--- src/rtl/ld_st_sequencer_if.sv ---
// ld_st_sequencer_if
//   Bundles the CPU-side request/response signals and the memory-bus
//   signals of the load/store sequencer.
//   Request : start, is_store, size, sign_ext, addr, wr_data
//   Response: busy, done, error, rd_data
//   Memory  : mem_req, mem_we, mem_addr, mem_be, mem_wdata (to memory),
//             mem_rdata, mem_ack (from memory)
//   modport master : the sequencer (takes requests, masters the memory bus)
//   modport slave  : the environment (CPU requester plus memory responder)
interface ld_st_sequencer_if #(
  parameter int WORD_W = 32,
  parameter int BUS_W  = 16,
  parameter int ADDR_W = 32
);
  logic                  start;
  logic                  is_store;
  logic [1:0]            size;
  logic                  sign_ext;
  logic [ADDR_W-1:0]     addr;
  logic [WORD_W-1:0]     wr_data;
  logic                  busy;
  logic                  done;
  logic                  error;
  logic [WORD_W-1:0]     rd_data;
  logic                  mem_req;
  logic                  mem_we;
  logic [ADDR_W-1:0]     mem_addr;
  logic [BUS_W/8-1:0]    mem_be;
  logic [BUS_W-1:0]      mem_wdata;
  logic [BUS_W-1:0]      mem_rdata;
  logic                  mem_ack;

  modport master (
    input  start, is_store, size, sign_ext, addr, wr_data, mem_rdata, mem_ack,
    output busy, done, error, rd_data, mem_req, mem_we, mem_addr, mem_be, mem_wdata
  );

  modport slave (
    output start, is_store, size, sign_ext, addr, wr_data, mem_rdata, mem_ack,
    input  busy, done, error, rd_data, mem_req, mem_we, mem_addr, mem_be, mem_wdata
  );
endinterface

--- src/rtl/ld_st_sequencer.sv ---
// ld_st_sequencer
//   Splits a byte/half/word load or store into one or more memory-bus beats
//   (little-endian), assembles and extends load data, and reports misaligned
//   or reserved-size requests with error alongside a one-cycle done pulse.
//   Ports:
//     clk  - sole clock, rising edge
//     rst  - asynchronous active-high reset
//     bus  - ld_st_sequencer_if.master (request, response and memory signals)
module ld_st_sequencer #(
  parameter int WORD_W = 32,
  parameter int BUS_W  = 16,
  parameter int ADDR_W = 32
) (
  input  logic                  clk,
  input  logic                  rst,
  ld_st_sequencer_if.master     bus
);
  localparam int BYTES  = BUS_W / 8;
  localparam int LANE_W = (BYTES > 1) ? $clog2(BYTES) : 1;

  typedef enum logic [1:0] {
    IDLE   = 2'd0,
    ACCESS = 2'd1,
    FIN    = 2'd2
  } state_t;

  state_t              state, state_nx;

  // Request latched in IDLE; the CPU inputs are free to change afterwards.
  logic                req_store;
  logic                req_sext;
  logic                req_err;
  logic [1:0]          req_size;
  logic [ADDR_W-1:0]   req_addr;
  logic [WORD_W-1:0]   req_wdata;
  logic [1:0]          beat;
  logic [WORD_W-1:0]   acc;
  logic [WORD_W-1:0]   rd_q;

  // Decode of the live request, used only when start is taken in IDLE.
  logic [3:0]          in_nbytes;
  logic                in_bad;

  // Decode of the latched request.
  logic [3:0]          nbytes;
  logic                narrow;
  logic [1:0]          last_beat;
  logic [LANE_W-1:0]   lane;
  logic [7:0]          lane_mask;
  logic [BUS_W/8-1:0]  be_cur;
  logic [BUS_W-1:0]    wdata_cur;
  logic [WORD_W-1:0]   raw;
  logic [WORD_W-1:0]   ext_mask;
  logic [WORD_W-1:0]   ext;
  logic                sign_bit;
  logic                in_access;

  // NOTE: every signal written here gets a default first, so no path leaves
  // it unassigned and no latch is inferred.
  always_comb begin
    in_nbytes = 4'd1 << bus.size;
    in_bad    = (bus.size == 2'd3) || ((bus.addr[2:0] & 3'(in_nbytes - 4'd1)) != 3'd0);

    nbytes    = 4'd1 << req_size;
    narrow    = 32'(nbytes) < BYTES;
    last_beat = narrow ? 2'd0 : 2'(32'(nbytes) / BYTES - 1);
    lane      = (BYTES > 1) ? req_addr[LANE_W-1:0] : '0;
    lane_mask = (8'd1 << nbytes) - 8'd1;

    // Sub-bus accesses live in one beat on the lanes the address selects;
    // wider accesses use whole beats, lowest bytes first.
    be_cur    = narrow ? ((BUS_W/8)'(lane_mask) << lane) : '1;
    wdata_cur = narrow ? (BUS_W'(req_wdata) << {lane, 3'b000})
                       : req_wdata[32'(beat)*BUS_W +: BUS_W];

    // Load data as it stands once the current beat's rdata is merged in.
    raw = acc;
    if (narrow) begin
      raw = WORD_W'(bus.mem_rdata >> {lane, 3'b000});
    end else begin
      raw[32'(beat)*BUS_W +: BUS_W] = bus.mem_rdata;
    end

    // Shifting out the full word width yields zero, so a word-sized mask
    // wraps to all ones without a special case.
    ext_mask = (WORD_W'(1) << (32'(nbytes) * 8)) - WORD_W'(1);
    case (req_size)
      2'd0:    sign_bit = raw[7];
      2'd1:    sign_bit = raw[15];
      default: sign_bit = raw[31];
    endcase
    ext = raw & ext_mask;
    if (req_sext && sign_bit) ext = ext | ~ext_mask;
  end

  always_comb begin
    state_nx = state;
    case (state)
      IDLE:    if (bus.start) state_nx = in_bad ? FIN : ACCESS;
      ACCESS:  if (bus.mem_ack && (beat == last_beat)) state_nx = FIN;
      FIN:     state_nx = IDLE;
      default: state_nx = IDLE;
    endcase
  end

  // NOTE: sequential state is updated only with non-blocking assignments so
  // every register samples pre-edge values regardless of block ordering.
  always_ff @(posedge clk or posedge rst) begin
    if (rst) state <= IDLE;
    else     state <= state_nx;
  end

  // NOTE: all datapath registers are reset; the memory-side outputs derive
  // from them and must read zero while rst is high.
  always_ff @(posedge clk or posedge rst) begin
    if (rst) begin
      req_store <= 1'b0;
      req_sext  <= 1'b0;
      req_err   <= 1'b0;
      req_size  <= 2'd0;
      req_addr  <= '0;
      req_wdata <= '0;
      beat      <= 2'd0;
      acc       <= '0;
      rd_q      <= '0;
    end else begin
      case (state)
        IDLE: begin
          if (bus.start) begin
            req_store <= bus.is_store;
            req_sext  <= bus.sign_ext;
            req_err   <= in_bad;
            req_size  <= bus.size;
            req_addr  <= bus.addr;
            req_wdata <= bus.wr_data;
            beat      <= 2'd0;
          end
        end
        ACCESS: begin
          if (bus.mem_ack) begin
            if (beat == last_beat) begin
              if (!req_store) rd_q <= ext;
            end else begin
              beat <= beat + 2'd1;
              acc  <= raw;
            end
          end
        end
        default: ;
      endcase
    end
  end

  assign in_access     = (state == ACCESS);
  assign bus.busy      = (state != IDLE);
  assign bus.done      = (state == FIN);
  assign bus.error     = (state == FIN) && req_err;
  assign bus.rd_data   = rd_q;
  assign bus.mem_req   = in_access;
  assign bus.mem_we    = in_access && req_store;
  assign bus.mem_be    = in_access ? be_cur : '0;
  assign bus.mem_wdata = wdata_cur;
  assign bus.mem_addr  = (req_addr & ~ADDR_W'(BYTES - 1)) + ADDR_W'(32'(beat) * BYTES);
endmodule

--- src/flat_wrapper.sv ---
// flat-port wrapper written by rule: the top's interface ports become plain ports
module ld_st_sequencer_flat 
#(
  parameter int WORD_W = 32,
  parameter int BUS_W  = 16,
  parameter int ADDR_W = 32
)
  (clk, rst, bus_start, bus_is_store, bus_size, bus_sign_ext, bus_addr, bus_wr_data, bus_mem_rdata, bus_mem_ack, bus_busy, bus_done, bus_error, bus_rd_data, bus_mem_req, bus_mem_we, bus_mem_addr, bus_mem_be, bus_mem_wdata);
  ld_st_sequencer_if #(.WORD_W(WORD_W), .BUS_W(BUS_W), .ADDR_W(ADDR_W)) bus_i ();
  input  logic clk;
  input  logic rst;
  input wire logic [$bits(bus_i.start)-1:0] bus_start;
  input wire logic [$bits(bus_i.is_store)-1:0] bus_is_store;
  input wire logic [$bits(bus_i.size)-1:0] bus_size;
  input wire logic [$bits(bus_i.sign_ext)-1:0] bus_sign_ext;
  input wire logic [$bits(bus_i.addr)-1:0] bus_addr;
  input wire logic [$bits(bus_i.wr_data)-1:0] bus_wr_data;
  input wire logic [$bits(bus_i.mem_rdata)-1:0] bus_mem_rdata;
  input wire logic [$bits(bus_i.mem_ack)-1:0] bus_mem_ack;
  output wire logic [$bits(bus_i.busy)-1:0] bus_busy;
  output wire logic [$bits(bus_i.done)-1:0] bus_done;
  output wire logic [$bits(bus_i.error)-1:0] bus_error;
  output wire logic [$bits(bus_i.rd_data)-1:0] bus_rd_data;
  output wire logic [$bits(bus_i.mem_req)-1:0] bus_mem_req;
  output wire logic [$bits(bus_i.mem_we)-1:0] bus_mem_we;
  output wire logic [$bits(bus_i.mem_addr)-1:0] bus_mem_addr;
  output wire logic [$bits(bus_i.mem_be)-1:0] bus_mem_be;
  output wire logic [$bits(bus_i.mem_wdata)-1:0] bus_mem_wdata;
  assign bus_i.start = bus_start;
  assign bus_i.is_store = bus_is_store;
  assign bus_i.size = bus_size;
  assign bus_i.sign_ext = bus_sign_ext;
  assign bus_i.addr = bus_addr;
  assign bus_i.wr_data = bus_wr_data;
  assign bus_i.mem_rdata = bus_mem_rdata;
  assign bus_i.mem_ack = bus_mem_ack;
  assign bus_busy = bus_i.busy;
  assign bus_done = bus_i.done;
  assign bus_error = bus_i.error;
  assign bus_rd_data = bus_i.rd_data;
  assign bus_mem_req = bus_i.mem_req;
  assign bus_mem_we = bus_i.mem_we;
  assign bus_mem_addr = bus_i.mem_addr;
  assign bus_mem_be = bus_i.mem_be;
  assign bus_mem_wdata = bus_i.mem_wdata;
  ld_st_sequencer #(.WORD_W(WORD_W), .BUS_W(BUS_W), .ADDR_W(ADDR_W)) u_core (.clk(clk), .rst(rst), .bus(bus_i));
endmodule
--- config.mk ---
export PLATFORM = sky130hd
export DESIGN_NAME = ld_st_sequencer_flat
export DESIGN_NICKNAME = d
export VERILOG_FILES = /design/src/rtl/ld_st_sequencer_if.sv /design/src/rtl/ld_st_sequencer.sv /design/src/flat_wrapper.sv
export SDC_FILE = /design/constraint.sdc
export NUM_CORES = 1
export LEC_CHECK = 0
export CAP_MARGIN = 10
export CORE_MARGIN = 2
export CORE_UTILIZATION = 45
export CTS_BUF_LIST = sky130_fd_sc_hd__clkbuf_4 sky130_fd_sc_hd__clkbuf_8
export CTS_CLUSTER_SIZE = 16
export DETAILED_ROUTE_END_ITERATION = 10
export GPL_ROUTABILITY_DRIVEN = 1
export GPL_TIMING_DRIVEN = 0
export MAX_ROUTING_LAYER = met4
export PLACE_DENSITY_LB_ADDON = 0.1
export SETUP_SLACK_MARGIN = 0.05
export SKIP_CTS_REPAIR_TIMING = 1
export SKIP_LAST_GASP = 1
export SYNTH_ARGS = -nofsm -noshare
export SYNTH_HDL_FRONTEND = slang
export SYNTH_SLANG_ARGS = --single-unit
--- constraint.sdc ---
create_clock -name clk -period 11.08 [get_ports clk]
set_clock_uncertainty 0.2 [all_clocks]
set_input_delay 1.662 -clock clk [delete_from_list [all_inputs] [get_ports clk]]
set_output_delay 1.662 -clock clk [all_outputs]
set_load 0.01 [all_outputs]
# ---- Word level (Yosys, flattened, before mapping)
# Index checks and enable logic that the tools add are counted.
dict set report word_totals {
  regBits 137
  inputBits 88
  out_inout_bits 87
}
dict set report op_classes {
  n_addsub 7
  order_cmp 1
  n_eq_ne 9
  shifts 10
  muxes 16
  bitwise 6
  reduce_logical 15
}
# cell n
set op_table {}
lappend op_table {{2-to-1 mux 32 bit} 2}
lappend op_table {{negator 6 -> 34 bit} 1}
lappend op_table {{variable shift 16 x 34 -> 32 bit, first input constant} 1}
lappend op_table {{variable part select 16 x 34 -> 32 bit} 1}
lappend op_table {{adder 32 x 3 -> 32 bit} 1}
lappend op_table {{AND 32 bit} 1}
lappend op_table {{bitwise mux 32 bit} 1}
lappend op_table {{inverter 32 bit} 1}
lappend op_table {{bitwise OR 32 bit} 1}
lappend op_table {{variable part select 32 x 7 -> 16 bit} 1}
lappend op_table {{left shift 1 x 7 -> 32 bit, first input constant} 1}
lappend op_table {{right shift 16 x 4 -> 32 bit} 1}
lappend op_table {{subtractor 32 x 2 -> 32 bit, second input constant} 1}
lappend op_table {{2-to-1 mux 2 bit} 9}
lappend op_table {{2-to-1 mux 16 bit} 1}
lappend op_table {{left shift 16 x 4 -> 16 bit} 1}
lappend op_table {{!= test 2 bit, second input constant} 4}
lappend op_table {{case mux 2 bit (2 select lines)} 2}
lappend op_table {{AND reduction 4 bit} 2}
lappend op_table {{equality test 2 x 1 -> 1 bit, second input constant} 2}
lappend op_table {{equality test 2 bit, second input constant} 2}
lappend op_table {{logical AND 1 bit} 4}
lappend op_table {{zero test 2 bit} 2}
lappend op_table {{less-than comparator 4 x 2 -> 1 bit, second input constant} 1}
lappend op_table {{16 further kinds} 20}

# ---- Logic depth before layout (Yosys ltp)
dict set report depth {
  ltp_word 8
  ltp_mapped 9
  depth_no_buf 6
}

# ---- Least setup slack after synthesis
# Ideal clock, no wire load.
dict set report synth_timing {
  path_kind {register to output}
  startpoint {reg u_core.beat[1]}
  endpoint {out bus_mem_addr[28]}
  t_arrival_ns 1.810
  path_slack_ns 7.408
  path_stages_with_launch 6
  path_cell_list {dfrtp_1 ha_1 a21o_1 nor4b_2 nand4_1 xnor2_1}
}
dict set report synth_between {
  elab_chain_cells 1
}
# element line
set synth_rtl {}
lappend synth_rtl {{from (decl)} ld_st_sequencer.sv:36} ;# logic [1:0] beat;
lappend synth_rtl {{from (signal assigned)} ld_st_sequencer.sv:144} ;# beat <= beat + 2'd1;
lappend synth_rtl {{adder 32 x 3 -> 32 bit} ld_st_sequencer.sv:163} ;# assign bus.mem_addr = (req_addr & ~ADDR_W'(BYTES - 1)) + ADDR_W'(32'(beat) * BYTES);
lappend synth_rtl {{to (decl)} flat_wrapper.sv:26} ;# output wire logic [$bits(bus_i.mem_addr)-1:0] bus_mem_addr;
# Every way passes these cells.

# ---- Worst setup path in the final report
dict set report layout_timing {
  startpoint {reg u_core.beat[1]}
  endpoint {out bus_mem_addr[30]}
}
# Same word-level chain as after synthesis.

==> results.py <==
metrics = {
    "status": {
        "run_status": "completed",
    },
    "timing": {
        "finalHoldViolations": 0,
        "finalCritPeriodShare_pct": 45.1,
        "fin_crit_ns": 5.00,
        "rsz0062_at_grt": "no",
        "drv_slew": 0,
        "final.setup.tns_ns": 0,
        "slew_headroom_pct": 40.9,
        "fmax_ghz": 0.200,
        "worst_slew_pin_slew_ns": 0.884,
        "setup_violations": 0,
    },
    "cts": {
        "cts_made_buffers": 17,
        "clockBufferDepth": 2,
        "cts_tree": "done",
        "cts.sinks": 137,
        "clkTransAtPathRegs_ns": 0.07,
        "cts.htree.levels": 4,
        "cts_root_buffer": "clkbuf_8",
        "clkLatencyLatePin_ns": 0.44,
    },
    "place": {
        "place_hpwl_um": 14500,
        "place_congestion": 0.818,
        "portBuffers": 173,
    },
    "finish": {
        "final_nets": 1053,
        "fillers": 1365,
        "drive_gt1_share_pct": 7.31,
        "area_delta_synth_final_pct": 34.1,
        "antennaDiodeCount": 0,
    },
    "synthesis": {
        "synthDistinctLibCells": 55,
        "synth.cell_area_sq_um": 6930,
        "ys_async_sr_fraction_pct": 100,
        "synth_nets": 860,
        "avgSynthCellArea_sq_um": 9.04,
        "synth_area_leaders": "dfrtp_1 49%, nand2_1 14%, o21ai_0 3.4%",
        "ys_seq_elements": 137,
        "ys_seq_area_share_pct": 49.4,
        "ys.flop_type": "dfrtp_1",
        "synth_top_cell_area_share_pct": 49.4,
        "synthCells": 767,
        "synth_edf_count": 0,
        "synth_warnings": 0,
        "synth_top_area_cell": "dfrtp_1",
    },
    "hold_path": {
        "hold_depth": 2,
        "hold_path.class": "flop to flop",
    },
    "floorplan": {
        "io_pins": 175,
        "die_area_sq_um": 16400,
        "initial_core_util_pct": 45.8,
        "die_h_um": 128,
        "rows": 45,
        "fp.coreArea_sq_um": 15100,
        "die_w_um": 128,
    },
    "route": {
        "ant_nets": 0,
        "wirelength_um": 19700,
        "wl_per_cell_um": 17.0,
        "viasPerCell": 5.38,
        "dr.first_iter.drc_count": 465,
        "drc": 0,
        "drtPass1Iterations": 7,
        "vias": 6230,
    },
    "worst_setup_path": {
        "start_kind": "flop",
        "end_kind": "output port",
        "r2r_cells": 8,
        "path_cells": "ha_1 > a21o_1 > nor4b_2 > nand3_1 > xnor2_1 > clkdlybuf4s50_1",
        "crit_arrival_ns": 3.14,
        "worstSetupPathType": "flop to output port",
        "crit_fanout": 8,
        "cp_slowest_cell": "nor4b_2",
        "required_ns": 9.22,
        "cp_slowest_stage_delay_ns": 0.74,
    },
    "global_routing": {
        "grt_start_max_net_pins": 97,
        "grt_pass1_vias": 6196,
        "use_met1_pct": 32.3,
        "grt_antenna_before_repair": 0,
        "globalRouteOverflowTotal": 0,
        "use_met3_pct": 7.14,
        "use_met2_pct": 40.2,
        "grt_pass1_wl_um": 31900,
        "top_usage_layer": "met2",
        "grtUsageTotal_pct": 25.8,
    },
    "pwr": {
        "ir_drop_v": 0.000126,
        "leakage_uw": 0.00415,
        "cellPowerDensity_nw_per_um2": 272,
        "power.total_uw": 2520,
    },
    "run": {
        "maxCapViolCount": 0,
    },
}
Yosys cell counts (12+ instances only):
| master | instances |
|---|---|
| nand3_1 | 13 |
| and3_1 | 12 |
| o21ai_1 | 17 |
| clkbuf_1 | 28 |
| nand2_1 | 250 |
| buf_2 | 13 |
| xnor2_1 | 24 |
| nand4_1 | 13 |
| dfrtp_1 | 137 |
| o31ai_1 | 28 |
| nor2b_1 | 24 |
| a211oi_1 | 13 |
| o21ai_0 | 47 |
| a21oi_1 | 15 |
state kept, by name, summed over array words and instances, names as in the netlist:
name	cells
u_core.req_addr	32
u_core.req_wdata	32
u_core.req_size	2
u_core.state	2
u_core.acc	32
u_core.beat	2
u_core.bus.rd_data	32
u_core.req_err	1
u_core.req_sext	1
u_core.req_store	1
routing by layer:
| layer | up-vias | part of all wire, % |
|---|---|---|
| met5 | - | 0 |
| met4 | 0 | 2.9 |
| met3 | 35 | 7.6 |
| met2 | 230 | 47 |
| met1 | 2932 | 43 |
| li1 | 3033 | - |
layout make-up:
type                            instances  area [sq um]  area share (%)
Clock inverter                          2          10.0           0.108
Sequential cell                       137          3430            36.9
Inverter                                9          38.8           0.417
Clock buffer                           28           354            3.81
Multi-Input combinational cell        568          3200            34.4
Tap cell                              188           235            2.53
Timing Repair Buffer                  174          1760            18.9
Buffer                                 53           272            2.92
placed cells by master, fill, tap and decap left out, drive strengths merged, types with 15 or more instances in the layout:
master and n:
nor2b 24, clkdlybuf4s50 173, o31ai 29, dfrtp 137, clkbuf 56, xnor2 25, buf 26, a21oi 15
o21ai 64, nand2 250
critical path, delay by kind of cell, from the launching register on:
| family | cells | cell delay, ns |
|---|---|---|
| XOR/XNOR | 1 | 0.24 |
| flip-flops | 1 | 0.48 |
| buffers and inverters | 1 | 0.58 |
| AO/OA/AOI/OAI | 1 | 0.16 |
| AND/OR/NAND/NOR | 2 | 0.92 |
| adder cells (fa/ha/maj) | 1 | 0.32 |
path summary, 6_finish.rpt:
kind / slack (ns) / end / start
max: 6.08 / bus_mem_addr[30] / u_core.beat[1]$_DFFE_PP0P_
min: 0.27 / u_core.acc[26]$_DFFE_PP0P_ / u_core.acc[26]$_DFFE_PP0P_
max reg2reg: 8.26 / u_core.bus.rd_data[2]$_DFFE_PP0P_ / u_core.beat[0]$_DFFE_PP0P_
min reg2reg: 0.27 / u_core.acc[26]$_DFFE_PP0P_ / u_core.acc[26]$_DFFE_PP0P_
max in group asynchronous: 8.49 / u_core.req_addr[16]$_DFFE_PP0P_ / rst
min in group asynchronous: 1.40 / u_core.acc[23]$_DFFE_PP0P_ / rst
through the flow:
stage	hold slack, ns	area, sq um	setup slack, ns	utilization [%]	instances
after floorplan	0.238	6930	5.55	-	767
after global placement	0.251	8900	3.54	58.8	1128
after detailed placement	0.258	8930	6.57	59.0	1129
after CTS	0.274	9300	6.08	61.4	1159
after global routing	0.296	9300	5.82	61.4	1159
final	0.271	9300	6.08	61.4	1159
power by group:
group / switching, uW / internal, uW / total [uW]
clock: 182 / 200 / 382
sequential: 155 / 704 / 859
combinational: 668 / 615 / 1280
total: 1010 / 1520 / 2520
kinds of logic after synthesis:
logic type               after synthesis  synth area share [%]
adder cells (fa/ha/maj)                5                  1.01
flip-flops                           137                  49.4
AO/OA/AOI/OAI                        171                  16.7
XOR/XNOR                              30                  3.90
AND/OR/NAND/NOR                      348                  22.1
other                                  1                0.0541
buffers and inverters                 62                  4.40
multiplexers                          13                  2.36
(Power assumes the default switching activity.)
